===== src/rtl/mux2_share_arbiter.sv =====
// Round-robin owner of a shared mux2 datapath; holds off grant for a settle interval after every select change.
// Optional per-requester grant and preemption statistics when MUX2_ARB_STATS_EN is defined.
module mux2_share_arbiter #(
    parameter int unsigned SETTLE_CYCLES = 2,
    parameter int unsigned MAX_HOLD      = 8
) (
    input  logic        clk,
    input  logic        rst,
    input  logic [1:0]  req,
    output logic [1:0]  gnt,
    output logic        sel,
    output logic        valid,
`ifdef MUX2_ARB_STATS_EN
    output logic        busy,
    output logic [15:0] gnt_cnt0,
    output logic [15:0] gnt_cnt1,
    output logic [7:0]  preempt_cnt
`else
    output logic        busy
`endif
);

    typedef enum logic [1:0] {
        IDLE   = 2'd0,
        SETTLE = 2'd1,
        GRANT  = 2'd2
    } state_t;

    localparam logic [3:0] SETTLE_LOAD = 4'(SETTLE_CYCLES);
    localparam logic [7:0] HOLD_LAST   = 8'(MAX_HOLD - 1);
    localparam logic [7:0] HOLD_SAT    = 8'(MAX_HOLD);

    state_t      state_q, state_d;
    logic [3:0]  settle_cnt_q, settle_cnt_d;
    logic [7:0]  hold_cnt_q, hold_cnt_d;
    logic        sel_q, sel_d;
    logic        last_owner_q, last_owner_d;
    logic [1:0]  gnt_q, gnt_d;
    logic        valid_q, valid_d;
    logic        busy_q, busy_d;

    logic        any_req;
    logic        winner;
    logic        owner;
    logic        other;
    logic        preempt;

    always_comb begin
        any_req = |req;
        unique case (req)
            2'b01:   winner = 1'b0;
            2'b10:   winner = 1'b1;
            2'b11:   winner = ~last_owner_q;
            default: winner = sel_q;
        endcase
    end

    always_comb begin
        // NOTE: every _d gets a hold/default value first so no path through the case infers a latch.
        state_d      = state_q;
        settle_cnt_d = settle_cnt_q;
        hold_cnt_d   = hold_cnt_q;
        sel_d        = sel_q;
        last_owner_d = last_owner_q;
        gnt_d        = 2'b00;
        owner        = sel_q;
        other        = ~sel_q;
        preempt      = 1'b0;

        unique case (state_q)
            IDLE: begin
                if (any_req) begin
                    if (winner == sel_q) begin
                        gnt_d      = sel_q ? 2'b10 : 2'b01;
                        hold_cnt_d = 8'd0;
                        state_d    = GRANT;
                    end else begin
                        sel_d        = winner;
                        settle_cnt_d = SETTLE_LOAD;
                        state_d      = SETTLE;
                    end
                end
            end

            SETTLE: begin
                settle_cnt_d = settle_cnt_q - 4'd1;
                if (settle_cnt_q == 4'd1) begin
                    if (req[sel_q]) begin
                        gnt_d        = sel_q ? 2'b10 : 2'b01;
                        hold_cnt_d   = 8'd0;
                        settle_cnt_d = 4'd0;
                        state_d      = GRANT;
                    end else if (any_req) begin
                        // Target gave up while settling; the only remaining requester is the other side.
                        sel_d        = winner;
                        settle_cnt_d = SETTLE_LOAD;
                    end else begin
                        settle_cnt_d = 4'd0;
                        state_d      = IDLE;
                    end
                end
            end

            GRANT: begin
                gnt_d = gnt_q;
                if (hold_cnt_q < HOLD_SAT) begin
                    hold_cnt_d = hold_cnt_q + 8'd1;
                end
                // >= rather than == so a requester arriving after saturation is not starved.
                preempt = req[owner] && req[other] && (hold_cnt_q >= HOLD_LAST);
                if (!req[owner] || preempt) begin
                    gnt_d        = 2'b00;
                    hold_cnt_d   = 8'd0;
                    last_owner_d = owner;
                    if (req[other]) begin
                        sel_d        = other;
                        settle_cnt_d = SETTLE_LOAD;
                        state_d      = SETTLE;
                    end else begin
                        state_d = IDLE;
                    end
                end
            end

            default: begin
                state_d = IDLE;
            end
        endcase

        valid_d = |gnt_d;
        busy_d  = (state_d != IDLE);
    end

    always_ff @(posedge clk) begin
        // NOTE: non-blocking assignments so every flop samples the pre-edge value of its neighbours.
        if (rst) begin
            state_q      <= IDLE;
            settle_cnt_q <= 4'd0;
            hold_cnt_q   <= 8'd0;
            sel_q        <= 1'b0;
            last_owner_q <= 1'b1;
            gnt_q        <= 2'b00;
            valid_q      <= 1'b0;
            busy_q       <= 1'b0;
        end else begin
            state_q      <= state_d;
            settle_cnt_q <= settle_cnt_d;
            hold_cnt_q   <= hold_cnt_d;
            sel_q        <= sel_d;
            last_owner_q <= last_owner_d;
            gnt_q        <= gnt_d;
            valid_q      <= valid_d;
            busy_q       <= busy_d;
        end
    end

    assign gnt   = gnt_q;
    assign sel   = sel_q;
    assign valid = valid_q;
    assign busy  = busy_q;

`ifdef MUX2_ARB_STATS_EN
    logic [15:0] gnt_cnt0_q, gnt_cnt0_d;
    logic [15:0] gnt_cnt1_q, gnt_cnt1_d;
    logic [7:0]  preempt_cnt_q, preempt_cnt_d;
    logic        grant_entry;

    always_comb begin
        grant_entry   = (state_d == GRANT) && (state_q != GRANT);
        gnt_cnt0_d    = gnt_cnt0_q;
        gnt_cnt1_d    = gnt_cnt1_q;
        preempt_cnt_d = preempt_cnt_q;
        if (grant_entry && gnt_d[0] && (gnt_cnt0_q != 16'hFFFF)) begin
            gnt_cnt0_d = gnt_cnt0_q + 16'd1;
        end
        if (grant_entry && gnt_d[1] && (gnt_cnt1_q != 16'hFFFF)) begin
            gnt_cnt1_d = gnt_cnt1_q + 16'd1;
        end
        if (preempt && (preempt_cnt_q != 8'hFF)) begin
            preempt_cnt_d = preempt_cnt_q + 8'd1;
        end
    end

    always_ff @(posedge clk) begin
        if (rst) begin
            gnt_cnt0_q    <= 16'd0;
            gnt_cnt1_q    <= 16'd0;
            preempt_cnt_q <= 8'd0;
        end else begin
            gnt_cnt0_q    <= gnt_cnt0_d;
            gnt_cnt1_q    <= gnt_cnt1_d;
            preempt_cnt_q <= preempt_cnt_d;
        end
    end

    assign gnt_cnt0    = gnt_cnt0_q;
    assign gnt_cnt1    = gnt_cnt1_q;
    assign preempt_cnt = preempt_cnt_q;
`endif

endmodule


===== config.mk =====
export PLATFORM = sky130hd
export DESIGN_NAME = mux2_share_arbiter
export DESIGN_NICKNAME = d
export VERILOG_FILES = /design/src/rtl/mux2_share_arbiter.sv
export SDC_FILE = /design/constraint.sdc
export NUM_CORES = 1
export LEC_CHECK = 0
export ABC_AREA = 1
export ABC_CLOCK_PERIOD_IN_PS = 6000
export CAP_MARGIN = 20
export CORE_MARGIN = 3
export CORE_UTILIZATION = 37
export DETAILED_ROUTE_END_ITERATION = 10
export HOLD_SLACK_MARGIN = 0.08
export PLACE_DENSITY = 0.65
export SETUP_SLACK_MARGIN = 0.3
export SLEW_MARGIN = 0
export SYNTH_ARGS = -nofsm -noshare
export SYNTH_HDL_FRONTEND = slang
export SYNTH_SLANG_ARGS = --single-unit

===== constraint.sdc =====
create_clock -name clk -period 6 [get_ports clk]
set_clock_uncertainty 0.1 [all_clocks]
set_input_delay 0.6 -clock clk [delete_from_list [all_inputs] [get_ports clk]]
set_output_delay 0.6 -clock clk [all_outputs]
set_load 0.01 [all_outputs]

=== After elaboration in Yosys (flattened, before gate mapping) ===
Cells that the tools add are included.

* Magnitude comparators: 4
* Bitwise operators: 2
* Muxes and demuxes: 43
* Reduce and logical (&&, ||, !) cells: 13
* Add/sub/neg operators: 2
* Eq/ne operators: 17

{| class="wikitable"
|+ Operator list
! cell !! number
|-
| 2-to-1 mux 8 bit || 6
|-
| 2-to-1 mux 2 bit || 14
|-
| case mux 8 bit (3 select lines) || 1
|-
| 2-to-1 mux 4 bit || 5
|-
| != test 2 bit (second input constant) || 9
|-
| 2-to-1 mux 1 bit || 12
|-
| case mux 2 bit (3 select lines) || 2
|-
| case mux 4 bit (3 select lines) || 1
|-
| adder 8 x 1 -> 8 bit (second input constant) || 1
|-
| >= comparator 8 x 3 -> 1 bit (second input constant) || 1
|-
| < comparator 8 x 4 -> 1 bit (second input constant) || 1
|-
| AND reduction 8 bit || 1
|-
| equality test 2 bit (second input constant) || 3
|-
| case mux 1 bit (3 select lines) || 2
|-
| AND reduction 6 bit || 1
|-
| AND reduction 5 bit || 1
|-
| equality test 2 x 1 -> 1 bit (second input constant) || 2
|-
| equality test 4 x 1 -> 1 bit (second input constant) || 1
|-
| < comparator 1 x 2 -> 1 bit (second input constant) || 2
|-
| OR reduction 2 bit || 2
|-
| subtractor 4 x 1 -> 4 bit (second input constant) || 1
|-
| != test 3 bit (second input constant) || 1
|-
| nonzero test 3 bit || 1
|-
| logical AND 1 bit || 2
|-
| other kinds (7) || 8
|}

* Output and inout bits: 5
* Input bits: 4
* Register bits after elaboration: 20
* Word-level logic and storage cells: 89

=== Logic depth before layout (Yosys ltp) ===
* Depth after elaboration: 9
* Gate-level depth with buffers: 13

=== Worst setup path after synthesis ===
Ideal clock, no wire load.

* Kind: input to register
* From: input req[1]
* To: register hold_cnt_q[2]
* Cell stages on the path: 12
* Slack: 3.949 ns
* Arrival: 1.837 ns
* Path buffers: 0
* Data required time: 5.786 ns
* Path through: inv_1 -> o22ai_1 -> inv_1 -> ha_1 -> nand2_1 -> nand3_1 -> a21oi_2 -> nand2_1 -> nand2_2 -> inv_1 -> nor2_1 -> nor2_1

* Cells in the longest elaborated chain, start to end: 7

{| class="wikitable"
|+ Ends and longest elaborated chain
! element !! line !! text
|-
| start, declared || 9 || <nowiki>input logic [1:0] req,</nowiki>
|-
| parallel branches: the longest is 7 deep, another holds AND reduction 6 bit || -- ||
|-
| end signal, assigned || 148 || <nowiki>hold_cnt_q <= hold_cnt_d;</nowiki>
|-
| end, declared || 35 || <nowiki>logic [7:0] hold_cnt_q, hold_cnt_d;</nowiki>
|}

Several ways; the timed one is not identified. The select of a mux whose other input is x is not followed.
A chain may end at the register's enable or synchronous reset.

=== Final worst setup path ===
Ends and elaborated chain as after synthesis.

==> metrics.txt <==
first-pass GRT wire length=4060 µm; height of the die=around 62 µm; RSZ-0062 raised after global routing=no; Pre-antenna DRT Iters=5; largest fanout on the critical path=7; max frequency=~0.39 GHz; Synth Area in Compound Gates=0.121; # Post-CTS Setup Buffers=0; reg-to-reg critical path startpoint=sel; DRT antenna net count=0; vias post-DR=roughly 1.1k; Final Setup Violations=0; Worst Path Required=roughly 6 ns; Initial DRC Count=68; Hold/Removal Path Class=reg -> reg; CTS tree=done; Worst Hold Launch=hold_cnt_q[7]; RR Endpoint=hold_cnt_q[2]; Resized cells post-CTS=0; diode count=0; clock-pin slew on the worst setup and hold paths=between 0.1 and 0.15 ns; synthesized netlist cell count=around 180; Seq cells post-synth=20; TritonCTS Buffers=3; average wire per standard cell=roughly 10 µm; total wire length=about 2300 µm; Hold EP=hold_cnt_q[7]; largest family of logic cells by synthesized area=simple AND/OR/NAND/NOR gates; CP most frequent cell=nor2_1; critical-path cell list=clkdlybuf4s50_1, nor2_1, o22ai_1, inv_1, ha_1, nand2_1, nand3_1, a21oi_2, nand2_1, nand2_2, inv_1, nor2_1, nor2_1; core region area=0.00288 mm²; layout cells sized above 1=0.0428; min cycle time layout=about 2.5 ns; Least-Margin Pin Slew=just over 0.5 ns; synth unique cells=24; setup_tns=0 ns; outcome=finished, final reports clean; Worst path slowest cell=clkdlybuf4s50_1; clk_lat worst skew=0.30 ns; area delta synth->final=12.4%; GRT overflow=0; fin. max-slew vios=0; pin count of the biggest net entering global routing=14; Post-route DRC=0; endpoints failing hold=0; initial antenna violation count=0; Clock Path Buffers=2; IO Pins=9; worst rel slew slack=0.663; Starting Density=0.403; final worst path period share=0.424; syn avg cell area=~6.5 µm²; CTS Root Cell=clkbuf_4; Critical Path Source Type=primary input; R2R setup slack=around 3.7 ns; # hold bufs at CTS=0; pre-CTS setup slack=roughly 3.2 ns; Die X=a little over 60 µm; gr usage total=0.141; Post-synth ARST share=0; row count=19; Crit path largest cell delay=about 0.58 ns; vias in the first global route=961; H-tree levels=1; max cap viols=0; mapped cell area=0.00116 mm²; Post-synth EDFFs=0; PwrDens=around 420 mW/mm²; XOR/XNOR Fraction of Synth Area=0.0151; Sink Count=20; setup ws final=~3.5 ns; Synth Area in Adders=0.0539; mux cell area share after synthesis=0; Final Power=0.550 mW; Nets=a little under 200; Vias per Instance=approximately 4.8; Post-Syn Nets=about 190; register area share after synthesis=0.345; gp weighted congestion=~0.86; Synth Area in Simple Gates=0.355; Max VDD drop=around 230 µV; dpl hpwl=~1800 µm; worst r2r path cells=12; IO Port Bufs=8; Yosys warning count=0; Die Footprint=0.00384 mm²; Synth Flop Type=dfxtp_1; WP data arrival=~2.7 ns; Worst Setup End Kind=flip-flop; leak pwr=between 0.6 and 0.7 nW; WHS Path Cells=2; Crit Path Category=in -> reg
[area by class of cell]
cell class	instances	area (µm²)
Tap cell	42	52.6
Inverter	31	116
Timing Repair Buffer	8	80.1
Fill cell	299	1570
Sequential cell	20	400
Clock buffer	3	22.5
Multi-Input combinational cell	125	632
[power breakdown]
part / switching (mW) / internal [mW]
sequential: 0.0322 / 0.168
combinational: 0.178 / 0.110
clock: 0.0378 / 0.0234
[per-layer routing]
layer | vias up | track usage | share of wire
met2 | 26 | 0.212 | 0.46
met3 | 2 | 0.0475 | 0.058
li1 | 586 | - | -
met1 | 480 | 0.197 | 0.48
met5 | - | 0 | 0
met4 | 0 | 0.0303 | 0.0051
[registers in the layout, summed over array words and instances, names as in the netlist]
name and cells:
hold_cnt_q 8, settle_cnt_q 4, gnt 2, state_q 2
busy 1, last_owner_q 1, sel 1, valid 1
[cell families after synthesis]
kind of cell,count (synthesis)
AND/OR/NAND/NOR,97
buffers and inverters,33
AO/OA/AOI/OAI,21
flip-flops,20
adder cells (fa/ha/maj),5
XOR/XNOR,2
[through the flow]
| step | cells | cell area (µm²) | hold WS (ns) | util |
|---|---|---|---|---|
| after floorplan | 178 | 1160 | 0.330 | - |
| after global placement | 226 | 1280 | 0.356 | 0.445 |
| after detailed placement | 226 | 1280 | 0.357 | 0.445 |
| after CTS | 229 | 1300 | 0.375 | 0.453 |
| after global routing | 229 | 1300 | 0.396 | 0.453 |
| final | 229 | 1300 | 0.372 | 0.453 |
[worst max-delay path, delay by kind of cell]
kind | cells | cell delay, ns
AO/OA/AOI/OAI | 2 | 0.38
adder cells (fa/ha/maj) | 1 | 0.31
buffers and inverters | 3 | 0.71
AND/OR/NAND/NOR | 7 | 0.65
[synth_stat cells (all sizes together) (2+ instances only)]
cell type,instances,share of area
nand3,16,0.069
inv,31,0.10
dfxtp,20,0.35
o21bai,3,0.019
nor3,6,0.026
o21ai,3,0.023
a31oi,2,0.011
ha,5,0.054
nand4,4,0.022
xor2,2,0.015
nand2,46,0.15
nor2,24,0.080
a21oi,9,0.042
[worst max path at each step]
stage	start	end	depth (start not counted)
after global routing	req[1]	hold_cnt_q[2]	13
final	req[1]	hold_cnt_q[2]	13
after detailed placement	req[1]	hold_cnt_q[2]	13
after floorplan	req[1]	hold_cnt_q[2]	12
after global placement	req[1]	hold_cnt_q[2]	13
after CTS	req[1]	hold_cnt_q[2]	13
[cell usage in the layout (no fill, tap or decap)]
cell type / count
a211oi_1: 1
a21oi_1: 8
a21oi_2: 1
a31oi_1: 2
a32oi_1: 1
clkbuf_4: 3
clkdlybuf4s50_1: 8
dfxtp_1: 20
ha_1: 5
inv_1: 31
nand2_1: 44
nand2_2: 2
nand3_1: 16
nand4_1: 4
nor2_1: 23
nor2_2: 1
nor3_1: 6
o211ai_1: 1
o21ai_0: 2
o21ai_4: 1
o21bai_1: 3
o22ai_1: 1
or2_0: 1
xor2_1: 2
Note: power is estimated with default switching activity, not from simulation.
